`src/rtl/softmax_pkg.sv`:
```
// rtl/softmax_pkg.sv - shared defaults and collector state encoding
package softmax_pkg;

  localparam int data_size_dflt = 16;
  localparam int depth_dflt     = 10;

  localparam logic [0:0] RECV = 1'b0;
  localparam logic [0:0] DONE = 1'b1;

endpackage

```
`src/rtl/result_buffer_16.sv`:
```
// rtl/result_buffer_16.sv - depth x data_size register array, one write port, registered read port
module result_buffer_16
  import softmax_pkg::*;
#(
  parameter int data_size = data_size_dflt,
  parameter int depth     = depth_dflt,
  parameter int addr_w    = 4
) (
  input  logic                 clk,
  input  logic                 rst_n,
  input  logic                 wr_en,
  input  logic [addr_w-1:0]    wr_addr,
  input  logic [data_size-1:0] wr_data,
  input  logic                 rd_en,
  input  logic [addr_w-1:0]    rd_addr,
  output logic [data_size-1:0] rd_data
);

  localparam logic [addr_w-1:0] depth_a = addr_w'(depth);

  logic [data_size-1:0] mem [depth];

  always_ff @(posedge clk) begin
    if (wr_en) mem[wr_addr] <= wr_data;
  end

  // Same-cycle read of the written address returns the previous word.
  always_ff @(posedge clk or negedge rst_n) begin
    if (!rst_n) begin
      rd_data <= '0;
    end else if (rd_en) begin
      rd_data <= (rd_addr < depth_a) ? mem[rd_addr] : '0;
    end
  end

endmodule

```
`src/rtl/axis_result_collector_16.sv`:
```
// rtl/axis_result_collector_16.sv - captures one stream frame, holds it for reads until acknowledged
module axis_result_collector_16
  import softmax_pkg::*;
#(
  parameter int data_size = data_size_dflt,
  parameter int depth     = depth_dflt,
  parameter int addr_w    = 4
) (
  input  logic                 axi_clock_i,
  input  logic                 axi_reset_n_i,
  input  logic                 s_axis_valid_i,
  input  logic [data_size-1:0] s_axis_data_i,
  input  logic                 s_axis_last_i,
  output logic                 s_axis_ready_o,
  input  logic                 rd_en_i,
  input  logic [addr_w-1:0]    rd_addr_i,
  output logic [data_size-1:0] rd_data_o,
  output logic                 frame_done_o,
  output logic [addr_w-1:0]    frame_len_o,
  output logic                 short_frame_o,
  output logic                 missing_last_o,
  input  logic                 frame_ack_i,
  output logic [7:0]           frame_cnt_o
);

  localparam logic [addr_w-1:0] last_idx = addr_w'(depth - 1);

  logic [0:0]        state;
  logic [addr_w-1:0] wr_ptr;
  logic              accept;
  logic              last_slot;

  assign accept    = s_axis_valid_i & s_axis_ready_o;
  assign last_slot = (wr_ptr == last_idx);

  always_ff @(posedge axi_clock_i or negedge axi_reset_n_i) begin
    if (!axi_reset_n_i) begin
      state          <= RECV;
      wr_ptr         <= '0;
      s_axis_ready_o <= 1'b0;
      short_frame_o  <= 1'b0;
      missing_last_o <= 1'b0;
      frame_cnt_o    <= '0;
    end else if (state == RECV) begin
      s_axis_ready_o <= 1'b1;
      if (accept) begin
        wr_ptr <= wr_ptr + 1'b1;
        // Frame ends on last or when the buffer fills, whichever comes first.
        if (s_axis_last_i || last_slot) begin
          state          <= DONE;
          s_axis_ready_o <= 1'b0;
          frame_cnt_o    <= frame_cnt_o + 8'd1;
          short_frame_o  <= s_axis_last_i & ~last_slot;
          missing_last_o <= ~s_axis_last_i;
        end
      end
    end else if (frame_ack_i) begin
      state          <= RECV;
      wr_ptr         <= '0;
      s_axis_ready_o <= 1'b1;
      short_frame_o  <= 1'b0;
      missing_last_o <= 1'b0;
    end
  end

  assign frame_done_o = (state == DONE);
  assign frame_len_o  = frame_done_o ? wr_ptr : '0;

  result_buffer_16 #(
    .data_size (data_size),
    .depth     (depth),
    .addr_w    (addr_w)
  ) u_buffer (
    .clk     (axi_clock_i),
    .rst_n   (axi_reset_n_i),
    .wr_en   (accept),
    .wr_addr (wr_ptr),
    .wr_data (s_axis_data_i),
    .rd_en   (rd_en_i),
    .rd_addr (rd_addr_i),
    .rd_data (rd_data_o)
  );

endmodule
```
`config.mk`:
```
export PLATFORM = sky130hd
export DESIGN_NAME = axis_result_collector_16
export DESIGN_NICKNAME = d
export VERILOG_FILES = /design/src/rtl/softmax_pkg.sv /design/src/rtl/result_buffer_16.sv /design/src/rtl/axis_result_collector_16.sv
export SDC_FILE = /design/constraint.sdc
export NUM_CORES = 1
export LEC_CHECK = 0
export CORE_ASPECT_RATIO = 0.7
export CORE_MARGIN = 3
export CORE_UTILIZATION = 55
export DETAILED_ROUTE_END_ITERATION = 6
export GPL_TIMING_DRIVEN = 0
export PLACE_DENSITY_LB_ADDON = 0.08
export REMOVE_ABC_BUFFERS = 1
export SYNTH_ARGS = -nofsm -noshare
export SYNTH_HDL_FRONTEND = slang
export SYNTH_SLANG_ARGS = --single-unit
```
`constraint.sdc`:
```
create_clock -name axi_clock_i -period 6.5 [get_ports axi_clock_i]
set_clock_uncertainty 0.2 [all_clocks]
set_input_delay 0.65 -clock axi_clock_i [delete_from_list [all_inputs] [get_ports axi_clock_i]]
set_output_delay 0.65 -clock axi_clock_i [all_outputs]
set_load 0.005 [all_outputs]
```
==> metrics.log, run 1 <==
INFO  metric initial_antenna_violation_count = 0
INFO  metric clkSlewWorstSetupHoldPaths = ~70 ps
INFO  metric setup_viol = 0
INFO  metric syn_to_final_growth = 19.4%
INFO  metric h-tree-depth = 4
INFO  metric detail_route.iter0.violations = ~350
INFO  metric power.share.clock = between 30 and 40%
INFO  metric antenna_cells_inserted = 0
INFO  metric share_of_post_route_cells_with_drive_strength_above_1 = between 10 and 15%
INFO  metric clock_tree.root_cell = sky130_fd_sc_hd__clkbuf_16
INFO  metric peakVddDrop = ~0.00019 V
INFO  metric seq_power_share = 52.0%
INFO  metric wl_per_cell = around 22 um
INFO  metric clkSinkCount = roughly 190
INFO  metric run_status = complete, no violations
INFO  metric rsz_0062_raised_after_global_routing = false
INFO  metric first_pass_iters = 5
INFO  metric drc = 0
INFO  metric post_synth_inst_count = roughly 470
INFO  metric finalSetupTns = 0 ps
INFO  metric vias = approximately 4.2k
INFO  metric max_cap_viol_count = 0
INFO  metric initial_core_util = 57.2%
INFO  metric ys_types = 31
INFO  metric hold_slack = approximately 150 ps
INFO  metric path_class = primary input to flip-flop
INFO  metric die_height = roughly 100 um
INFO  metric switching_share = 25.3%
INFO  metric floorplan.die.width = between 100 and 150 um
INFO  metric critical_path.max_fanout = 17
INFO  metric powerDensity = about 330 nW/um2
INFO  metric final.min_clock_period = 3040 ps
INFO  metric grt_start_max_net_pins = 50
INFO  metric grt-ovfl-total = 0
INFO  metric final_max_slew_viols = 0
INFO  metric drt.antenna.violating_nets = 0
INFO  metric worstPathArrival = around 3200 ps
INFO  metric max-clock-path-buffers = 2
INFO  metric synth-seq-area-share = approximately 73%
INFO  metric worst_slew_pin_slew = between 1000 and 1500 ps
INFO  metric cts_resized = 0
INFO  metric dp_hpwl = roughly 9700 um
INFO  metric r2r-start = wr_ptr[0]
INFO  metric grt_pass1_wl = ~25000 um
INFO  metric number_of_hold_violations_in_the_final_report = 0
INFO  metric finalInstanceArea = 9120 um2
INFO  metric worst_skew_late_latency = ~430 ps
INFO  metric synth.ff_latch_count = approximately 190
INFO  metric cell_area_after_synthesis = 7640 um2
INFO  metric cts_tree = built
INFO  metric timing.critical_path.required = roughly 6700 ps
INFO  metric max_freq = around 330 MHz
INFO  metric worst_setup_path_startpoint = rd_addr_i[1]
INFO  metric num-fill-cells = about 900
INFO  metric syn_avg_cell_area = approximately 16 um2
INFO  metric min_path_type = primary input to async pin
INFO  metric p_switching = roughly 0.75 mW
INFO  metric io_pins = 58
INFO  metric post_cts_hold_buffer_count = 0
INFO  metric numPortBuffers = 57
INFO  metric global_route.usage.total = between 20% and 30%
INFO  metric cts-buffers-inserted = 17
INFO  metric endpoint_kind = flip-flop
INFO  metric max-slew-margin-rel = around 31%
INFO  metric first_global_vias = 4275
INFO  metric routed_wl = 15900 um
INFO  metric placed_area = roughly 8500 um2
INFO  metric finish.net_count = around 570
INFO  metric synth-warning-count = 0
INFO  metric intPower = ~2.2 mW
INFO  metric gp_congestion = between 0.7 and 0.8
INFO  metric critical_path.startpoint_type = primary input
INFO  metric core_area = ~13000 um2
INFO  metric die_area = around 15000 um2
INFO  metric postCtsSetupRepairBufs = 0
INFO  metric via_density_per_instance = around 5.7
INFO  metric final.period_utilization = between 40% and 50%
INFO  metric power.static_leakage = ~3.3 nW
INFO  metric power.share.combinational = ~14%
INFO  metric core.rowCount = 35
==> synth_stat cells (all sizes together) <==
cell type	instances	area, um2
and3	2	12.5
and3b	2	17.5
nand2	29	109
dfrtp	32	801
nand2b	3	18.8
mux2i	65	651
nand4	4	25.0
edfxtp	160	4800
nor3	5	35.0
a32oi	16	140
and2	6	37.5
nor2b	2	12.5
a22oi	17	128
a21oi	33	165
xor2	3	26.3
nand3	7	35.0
nor2	27	104
mux2	16	180
xnor2	4	35.0
ha	5	62.6
o21ai	5	36.3
clkbuf	7	27.5
o21a	1	8.76
buf	19	158
inv	2	7.51
==> stage by stage <==
step | total power [mW] | setup slack [ps] | util [%] | instances
floorplan | 1.73 | 3990 | - | 446
global placement | 1.93 | 754 | 61.8 | 688
detailed placement | 1.99 | 2980 | 64.0 | 702
CTS | 2.99 | 3430 | 68.3 | 734
global route | 3.09 | 3330 | 68.3 | 734
finish | 2.97 | 3460 | 68.3 | 734
==> cell type report <==
| type | instances | area, um2 | area share [%] |
|---|---|---|---|
| well taps | 185 | 231 | 2.54 |
| flip-flops and latches | 192 | 5610 | 61.5 |
| repair buffers | 71 | 821 | 9.00 |
| inverters | 2 | 7.51 | 0.0823 |
| multi-input cells | 252 | 1870 | 20.6 |
| clock buffers | 19 | 453 | 4.97 |
| clock inverters | 13 | 126 | 1.39 |
==> layer usage <==
layer	up-vias	part of all wire [%]	track usage (%)
met5	-	0	0
met4	0	0.89	5.84
met3	13	3.9	4.55
met2	92	50	34.6
met1	2138	45	30.4
li1	1938	-	-
==> cells in the final DEF, fill, tap and decap left out, drive strengths merged, types with 3 or more instances in the layout <==
master,n
a21oi,33
a22oi,17
a32oi,16
and2,6
buf,17
clkbuf,19
clkdlybuf4s50,54
clkinv,5
dfrtp,32
edfxtp,160
ha,5
inv,7
mux2,16
mux2i,65
nand2,29
nand2b,3
nand3,7
nand4,4
nor2,27
nor3,5
o21ai,5
xnor2,4
xor2,3
==> power by group through the flow <==
stage / clock network, mW / logic [mW] / registers (mW)
final: 1.01 / 0.415 / 1.55
after global routing: 1.08 / 0.450 / 1.56
after CTS: 1.03 / 0.420 / 1.54
after detailed placement: 0 / 0.417 / 1.57
after global placement: 0 / 0.365 / 1.57
after floorplan: 0 / 0.171 / 1.56
==> registers in the layout (all words and copies together), names as in the netlist <==
register          cells
u_buffer.rd_data     16
frame_done_o          1
short_frame_o         1
s_axis_ready_o        1
missing_last_o        1
wr_ptr                4
frame_cnt_o           8
u_buffer.mem        160
==> path summary, 6_finish.rpt <==
check	endpoint	slack (ps)	depth (start not counted)
max	u_buffer.rd_data[0]	3460	5
min	frame_cnt_o[7]	150	1
max reg2reg	u_buffer.mem[3][3]	4170	5
min reg2reg	frame_cnt_o[7]	270	1
max in group asynchronous	u_buffer.rd_data[0]	5400	1
min in group axi_clock_i	frame_cnt_o[7]	270	1
==> worst max-delay path: stages <==
cell and delay (ps):
sky130_fd_sc_hd__clkdlybuf4s50_1 490, sky130_fd_sc_hd__nor2_2 790, sky130_fd_sc_hd__and2_1 860, sky130_fd_sc_hd__a32oi_1 200
sky130_fd_sc_hd__a21oi_1 200
==> cells by family (layout without fill, tap and decap cells) <==
kind of cell | Yosys count | after routing | share of synthesized area, %
flip-flops | 192 | 192 | 73.4
multiplexers | 81 | 81 | 10.9
buffers and inverters | 28 | 105 | 2.52
AO/OA/AOI/OAI | 72 | 72 | 6.26
AND/OR/NAND/NOR | 87 | 87 | 5.32
adder cells (fa/ha/maj) | 5 | 5 | 0.819
XOR/XNOR | 7 | 7 | 0.803
No activity file was read; power rests on OpenSTA's default activity.
==> inputs of run 2 (changes only) <==
==> constraint.sdc (replaced) <==
create_clock -name axi_clock_i -period 2.9 [get_ports axi_clock_i]
set_clock_uncertainty 0.2 [all_clocks]
set_input_delay 0.29 -clock axi_clock_i [delete_from_list [all_inputs] [get_ports axi_clock_i]]
set_output_delay 0.29 -clock axi_clock_i [all_outputs]
set_load 0.005 [all_outputs]
==> metrics.log, run 2 (synthesis gave the netlist of run 1 again) <==
INFO  metric final_cell_mix = sky130_fd_sc_hd__edfxtp_1 (160), sky130_fd_sc_hd__mux2i_1 (65), sky130_fd_sc_hd__clkdlybuf4s50_1 (54) (unchanged)
INFO  metric detail_route.iter0.violations = 271 (was 349)
INFO  metric cts_tree = built (unchanged)
INFO  metric placed_area = 8540 um2 (unchanged)
INFO  metric worstPathArrival = 2840 ps (was 3180 ps)
INFO  metric max-slew-margin-rel = 30.9% (was 31.1%)
INFO  metric first_pass_iters = 5 (unchanged)
INFO  metric postLayoutCoreUtil = 68.3% (about the same)
INFO  metric routed_wl = 15900 um (about the same)
INFO  metric critical_path.startpoint_type = primary input (unchanged)
INFO  metric mostFrequentLayoutCell = sky130_fd_sc_hd__edfxtp_1 (unchanged)
INFO  metric clkSinkCount = 192 (unchanged)
INFO  metric grt_pass1_wl = 24700 um (was 24600 um)
INFO  metric endpoint_kind = flip-flop (unchanged)
INFO  metric final.period_utilization = between 90% and 100%
INFO  metric peakVddDrop = 0.000415 V (was 0.000186 V)
INFO  metric core.rowCount = 35 (unchanged)
INFO  metric dp_hpwl = 9730 um (unchanged)
INFO  metric numPortBuffers = 57 (unchanged)
INFO  metric worst_path_max_delay_cell = sky130_fd_sc_hd__and2_1 (unchanged)
INFO  metric place_inst = 702 (unchanged)
INFO  metric min_path_type = primary input to flip-flop (was primary input to async pin)
INFO  metric final_cell_count_without_fillers = 735 (was 734)
INFO  metric die_height = 105 um (unchanged)
INFO  metric dpl_worst_slack = -258 ps (was 2980 ps)
INFO  metric timing.critical_path.required = 3040 ps (was 6650 ps)
INFO  metric initial_antenna_violation_count = 0 (unchanged)
INFO  metric rsz_0062_raised_after_global_routing = false (unchanged)
INFO  metric worst_slew_pin_slew = 1040 ps (was 1030 ps)
INFO  metric final_max_slew_viols = 0 (unchanged)
INFO  metric first_global_vias = 4285 (was 4275)
INFO  metric floorplan.die.width = 147 um (unchanged)
INFO  metric max_freq = around 370 MHz
INFO  metric number_of_hold_violations_in_the_final_report = 0 (unchanged)
INFO  metric global_route.usage.total = 21.6% (about the same)
INFO  metric h-tree-depth = 4 (unchanged)
INFO  metric ff2ff_setup_slack = 550 ps (was 4170 ps)
INFO  metric io_pins = 58 (unchanged)
INFO  metric via_density_per_instance = 5.70 (about the same)
INFO  metric path_class = primary input to flip-flop (unchanged)
INFO  metric cts-buffers-inserted = 17 (unchanged)
INFO  metric largest_register_ff_count = 160 (unchanged)
INFO  metric drc = 0 (unchanged)
INFO  metric drt.antenna.violating_nets = 0 (unchanged)
INFO  metric vias = 4186 (was 4181)
INFO  metric initial_core_util = 57.2% (unchanged)
INFO  metric core_area = 13400 um2 (unchanged)
INFO  metric finish.net_count = 568 (was 567)
INFO  metric syn_to_final_growth = 19.5% (was 19.4%)
INFO  metric finalInstanceArea = 9130 um2 (was 9120 um2)
INFO  metric worstPathCellList = clkdlybuf4s50_1 > nor2_2 > and2_1 > a32oi_1 > a21oi_1 (unchanged)
INFO  metric hold_slack = 256 ps (was 148 ps)
INFO  metric clkSlewWorstSetupHoldPaths = 70 ps (about the same)
INFO  metric critical_path.max_fanout = 17 (unchanged)
INFO  metric worst_skew_late_latency = 420 ps (was 430 ps)
INFO  metric postCtsSetupRepairBufs = 0 (unchanged)
INFO  metric grt-ovfl-total = 0 (unchanged)
INFO  metric die_area = 15400 um2 (unchanged)
INFO  metric wl_per_cell = 21.6 um (was 21.7 um)
INFO  metric num-fill-cells = 912 (was 913)
INFO  metric powerDensity = 729 nW/um2 (was 326 nW/um2)
INFO  metric slowest_delay = 880 ps (was 860 ps)
INFO  metric layout_top_registers = u_buffer.mem: 160 flops, u_buffer.rd_data: 16 flops, frame_cnt_o: 8 flops (unchanged)
INFO  metric run_status = complete, no violations (unchanged)
INFO  metric setup_viol = 0 (unchanged)
INFO  metric gp_congestion = 0.745 (unchanged)
INFO  metric power.static_leakage = 3.27 nW (about the same)
INFO  metric clock_tree.root_cell = sky130_fd_sc_hd__clkbuf_16 (unchanged)
INFO  metric max_cap_viol_count = 0 (unchanged)
INFO  metric max-clock-path-buffers = 2 (unchanged)
INFO  metric antenna_cells_inserted = 0 (unchanged)
INFO  metric final.min_clock_period = between 2000 and 3000 ps
INFO  metric grt_start_max_net_pins = 50 (unchanged)
INFO  metric share_of_post_route_cells_with_drive_strength_above_1 = 14.5% (was 14.6%)
INFO  metric setup_slack_of_the_critical_path_after_layout = 200 ps (was 3460 ps)
INFO  metric regMostFlops = u_buffer.mem (unchanged)
==> run 2: power breakdown <==
part / internal, mW / leakage, nW / switching (mW) / total [mW]
Clock: 1.25 / 0.280 / 1.02 / 2.26
Sequential: 3.30 / 1.84 / 0.160 / 3.46
Combinational: 0.424 / 1.15 / 0.507 / 0.931
Total: 4.97 / 3.27 / 1.69 / 6.66
==> run 2: final cells by class <==
type | instances | area [um2] | share of cell area [%]
sequential | 192 | 5610 | 61.4
multi-input combinational | 252 | 1870 | 20.5
timing repair buffer | 72 | 831 | 9.10
clock buffer | 19 | 453 | 4.96
tap | 185 | 231 | 2.54
clock inverter | 13 | 126 | 1.38
inverter | 2 | 7.51 | 0.0822
==> run 2: worst paths after layout <==
path	from	end	cells after the start
hold / removal	rd_en_i	u_buffer.rd_data[11]	2
setup / recovery	rd_addr_i[1]	u_buffer.rd_data[0]	5
min in group asynchronous	axi_reset_n_i	frame_cnt_o[5]	2
setup reg to reg	wr_ptr[0]	u_buffer.mem[3][3]	5
max in group asynchronous	axi_reset_n_i	u_buffer.rd_data[0]	2
hold reg to reg	frame_cnt_o[7]	frame_cnt_o[7]	1
==> run 2: metal layers <==
metal	vias up	share of wire (%)	global-route usage, %
met5	-	0	0
met4	0	1.1	5.84
met3	17	4.3	4.55
met2	98	49	34.7
met1	2126	45	30.5
li1	1945	-	-
==> run 2: what timing repair did <==
item	in CTS	in global routing
hold buffers	1	0
endpoints found under the hold margin	32	0
resized for setup	0	0
==> run 2: through the flow <==
step / setup TNS (ps) / power (mW)
after detailed placement: -2600 / 4.45
after global routing: 0 / 6.92
after global placement: -103450 / 4.33
final: 0 / 6.66
after floorplan: 0 / 3.87
after CTS: 0 / 6.71
==> run 2: critical path, delay by kind of cell <==
family / cells / cell delay, ps
buffers and inverters: 1 / 480
AO/OA/AOI/OAI: 2 / 400
AND/OR/NAND/NOR: 2 / 1660
==> inputs of run 3 (changes only) <==
--- a/config.mk
+++ b/config.mk
@@ -14,4 +14,5 @@
 export REMOVE_ABC_BUFFERS = 1
 export SYNTH_ARGS = -nofsm -noshare
 export SYNTH_HDL_FRONTEND = slang
+export SYNTH_HIERARCHICAL = 1
 export SYNTH_SLANG_ARGS = --single-unit
==> metrics.log, run 3 <==
INFO  metric run_status = complete, no violations (unchanged)
INFO  metric synth_top_area_cells = sky130_fd_sc_hd__edfxtp_1 (63%), sky130_fd_sc_hd__dfrtp_1 (11%), sky130_fd_sc_hd__mux2i_1 (8.4%), sky130_fd_sc_hd__a21oi_1 (2.2%), sky130_fd_sc_hd__a32oi_1 (1.8%) (was sky130_fd_sc_hd__edfxtp_1 (63%), sky130_fd_sc_hd__dfrtp_1 (10%), sky130_fd_sc_hd__mux2i_1 (8.5%), sky130_fd_sc_hd__mux2_2 (2.4%), sky130_fd_sc_hd__a21oi_1 (2.2%))
INFO  metric setup_viol = 0 (unchanged)
INFO  metric syn_avg_cell_area = 16.4 um2 (was 16.2 um2)
INFO  metric synth_enable_flop_cells = 160 (unchanged)
INFO  metric synth.ff_latch_count = 192 (unchanged)
INFO  metric finalInstanceArea = 9070 um2 (was 9130 um2)
INFO  metric cts-buffers-inserted = 17 (unchanged)
INFO  metric synth_top_family_by_area = multiplexers (unchanged)
INFO  metric largest_register_ff_count = 160 (unchanged)
INFO  metric vias = 4168 (was 4186)
INFO  metric cell_area_after_synthesis = 7590 um2 (was 7640 um2)
INFO  metric drt.antenna.violating_nets = 0 (unchanged)
INFO  metric post-synth-top-count-cell = sky130_fd_sc_hd__edfxtp_1 (unchanged)
INFO  metric critical_path.startpoint_type = primary input (unchanged)
INFO  metric grt_start_max_net_pins = 53 (was 50)
INFO  metric placed_area = 8520 um2 (was 8540 um2)
INFO  metric synth-simple-area-share = 5.26% (was 5.32%)
INFO  metric postCtsSetupRepairBufs = 0 (unchanged)
INFO  metric cts_resized = 0 (unchanged)
INFO  metric detail_route.iter0.violations = 364 (was 271)
INFO  metric hold_slack = 261 ps (was 256 ps)
INFO  metric synth_flop_cell = sky130_fd_sc_hd__edfxtp_1 (unchanged)
INFO  metric timing.critical_path.required = 3030 ps (was 3040 ps)
INFO  metric layout_top_registers = u_buffer/mem: 160 flops, u_buffer/rd_data: 16 flops, frame_cnt_o: 8 flops (was u_buffer.mem: 160 flops, u_buffer.rd_data: 16 flops, frame_cnt_o: 8 flops)
INFO  metric floorplan.die.width = 146 um (was 147 um)
INFO  metric routed_wl = 15700 um (was 15900 um)
INFO  metric global_route.usage.total = 21.3% (was 21.6%)
INFO  metric via_density_per_instance = 5.71 (was 5.70)
INFO  metric yosys.area.top_type = sky130_fd_sc_hd__edfxtp_1 (unchanged)
INFO  metric max-clock-path-buffers = 2 (unchanged)
INFO  metric worst_slew_pin_slew = 1010 ps (was 1040 ps)
INFO  metric core.rowCount = 35 (unchanged)
INFO  metric drc = 0 (unchanged)
INFO  metric ys_types = 34 (was 31)
INFO  metric final.min_clock_period = 2780 ps (was 2700 ps)
INFO  metric grt_use_met1 = 29.1% (was 30.5%)
INFO  metric dp_hpwl = 9660 um (was 9730 um)
INFO  metric h-tree-depth = 4 (unchanged)
INFO  metric regMostFlops = u_buffer/mem (was u_buffer.mem)
INFO  metric async_reset_ff_share = 16.7% (unchanged)
INFO  metric antenna_cells_inserted = 0 (unchanged)
INFO  metric clkSlewWorstSetupHoldPaths = 60 ps (was 70 ps)
INFO  metric power.static_leakage = 3.20 nW (was 3.27 nW)
INFO  metric synth_compound_gate_area_share = 6.34% (was 6.26%)
INFO  metric min_path_type = primary input to flip-flop (unchanged)
INFO  metric dpl_worst_slack = -282 ps (was -258 ps)
INFO  metric setup_slack_of_the_critical_path_after_layout = 122 ps (was 200 ps)
INFO  metric final_cell_mix = sky130_fd_sc_hd__edfxtp_1 (160), sky130_fd_sc_hd__mux2i_1 (64), sky130_fd_sc_hd__clkdlybuf4s50_1 (54) (was sky130_fd_sc_hd__edfxtp_1 (160), sky130_fd_sc_hd__mux2i_1 (65), sky130_fd_sc_hd__clkdlybuf4s50_1 (54))
INFO  metric cts_tree = built (unchanged)
INFO  metric first_global_vias = 4179 (was 4285)
INFO  metric grt-ovfl-total = 0 (unchanged)
INFO  metric synth-warning-count = 6 (was 0)
INFO  metric gr-max-usage-layer = met2 (unchanged)
INFO  metric synth-seq-area-share = 73.8% (was 73.4%)
INFO  metric peakVddDrop = 0.000403 V (was 0.000415 V)
INFO  metric post_synth_adder_cell_area = 0.494% (was 0.819%)
INFO  metric endpoint_kind = flip-flop (unchanged)
INFO  metric post_synth_xor_area_fraction = 1.04% (was 0.803%)
INFO  metric grt_pass1_wl = 24200 um (was 24700 um)
INFO  metric first_pass_iters = 4 (was 5)
INFO  metric met2_usage = 35.4% (was 34.7%)
INFO  metric max_freq = 360 MHz (was 370 MHz)
INFO  metric rsz_0062_raised_after_global_routing = false (unchanged)
INFO  metric finish.net_count = 561 (was 568)
INFO  metric share_of_post_route_cells_with_drive_strength_above_1 = 12.8% (was 14.5%)
INFO  metric postLayoutCoreUtil = 68.1% (was 68.3%)
INFO  metric die_height = 104 um (was 105 um)
INFO  metric commonest_cells_in_the_synthesized_netlist = sky130_fd_sc_hd__edfxtp_1 (160), sky130_fd_sc_hd__mux2i_1 (64), sky130_fd_sc_hd__a21oi_1 (34) (was sky130_fd_sc_hd__edfxtp_1 (160), sky130_fd_sc_hd__mux2i_1 (65), sky130_fd_sc_hd__a21oi_1 (33))
INFO  metric final.period_utilization = 95.8% (was 93.1%)
INFO  metric powerDensity = 720 nW/um2 (was 729 nW/um2)
INFO  metric netlist.area_leader.share = 63.3% (was 62.9%)
INFO  metric mostFrequentLayoutCell = sky130_fd_sc_hd__edfxtp_1 (unchanged)
INFO  metric critical_path.max_fanout = 17 (unchanged)
INFO  metric die_area = 15300 um2 (was 15400 um2)
INFO  metric numPortBuffers = 57 (unchanged)
INFO  metric synth.area.mux_share = 10.8% (was 10.9%)
INFO  metric gp_congestion = 0.765 (was 0.745)
INFO  metric clock_tree.root_cell = sky130_fd_sc_hd__clkbuf_16 (unchanged)
INFO  metric max-slew-margin-rel = 32.2% (was 30.9%)
INFO  metric grtUsageMet3 = 5.18% (was 4.55%)
INFO  metric final_max_slew_viols = 0 (unchanged)
INFO  metric post_synth_inst_count = 464 (was 472)
INFO  metric wl_per_cell = 21.5 um (was 21.6 um)
INFO  metric initial_antenna_violation_count = 0 (unchanged)
INFO  metric worst_skew_late_latency = 420 ps (about the same)
INFO  metric core_area = 13300 um2 (was 13400 um2)
INFO  metric io_pins = 58 (unchanged)
INFO  metric initial_core_util = 57.0% (was 57.2%)
INFO  metric syn_to_final_growth = 19.4% (was 19.5%)
INFO  metric path_class = primary input to flip-flop (unchanged)
INFO  metric clkSinkCount = 192 (unchanged)
INFO  metric max_cap_viol_count = 0 (unchanged)
INFO  metric number_of_hold_violations_in_the_final_report = 0 (unchanged)
INFO  metric worstPathArrival = 2910 ps (was 2840 ps)
## run 3: layer usage
metal / up-vias / part of all wire (%)
met3: 12 / 3.6
met2: 78 / 51
met1: 2152 / 45
met5: - / 0
li1: 1926 / -
met4: 0 / 0.83
## run 3: layout make-up
type	count	area, um2
fill	936	4250
clock buffer	23	458
timing repair buffer	72	826
inverter	1	3.75
sequential	192	5610
clock inverter	9	87.6
multi-input combinational	248	1860
tap	185	231
## run 3: what timing repair did
action | in CTS | in global routing
setup endpoints to repair | 0 | 0
hold buffers | 1 | 0
endpoints found under the hold margin | 32 | 0
## run 3: cells by family after synthesis
group | count (synthesis)
adder cells (fa/ha/maj) | 3
flip-flops | 192
AND/OR/NAND/NOR | 83
multiplexers | 80
buffers and inverters | 24
XOR/XNOR | 9
AO/OA/AOI/OAI | 73
## run 3: where the power goes
part           switching (mW)  internal (mW)
Clock                   0.934           1.21
Sequential              0.172           3.32
Combinational           0.488          0.411
## run 3: critical path: stages
cell                              delay (ps)
sky130_fd_sc_hd__clkdlybuf4s50_1         470
sky130_fd_sc_hd__nor2_2                  800
sky130_fd_sc_hd__and2_1                  880
sky130_fd_sc_hd__a32oi_1                 230
sky130_fd_sc_hd__a21oi_1                 220
## run 3: path summary, 6_finish.rpt
path                       depth (start not counted)  slack, ps                   end      startpoint
max in group asynchronous                          2       1660  u_buffer/rd_data[10]   axi_reset_n_i
max                                                5        120   u_buffer/rd_data[4]    rd_addr_i[1]
min reg2reg                                        1        290        frame_cnt_o[4]  frame_cnt_o[4]
min in group asynchronous                          2        320        frame_cnt_o[5]   axi_reset_n_i
min                                                2        260  u_buffer/rd_data[11]         rd_en_i
max reg2reg                                        4        370   u_buffer/mem[3][13]  s_axis_ready_o
## run 3: stage by stage
step                total power [mW]  std cells  TNS, ps
finish                          6.53        730        0
global route                    6.78        730        0
CTS                             6.57        730        0
detailed placement              4.45        697    -3100
global placement                4.34        683  -146370
floorplan                       3.89        441        0
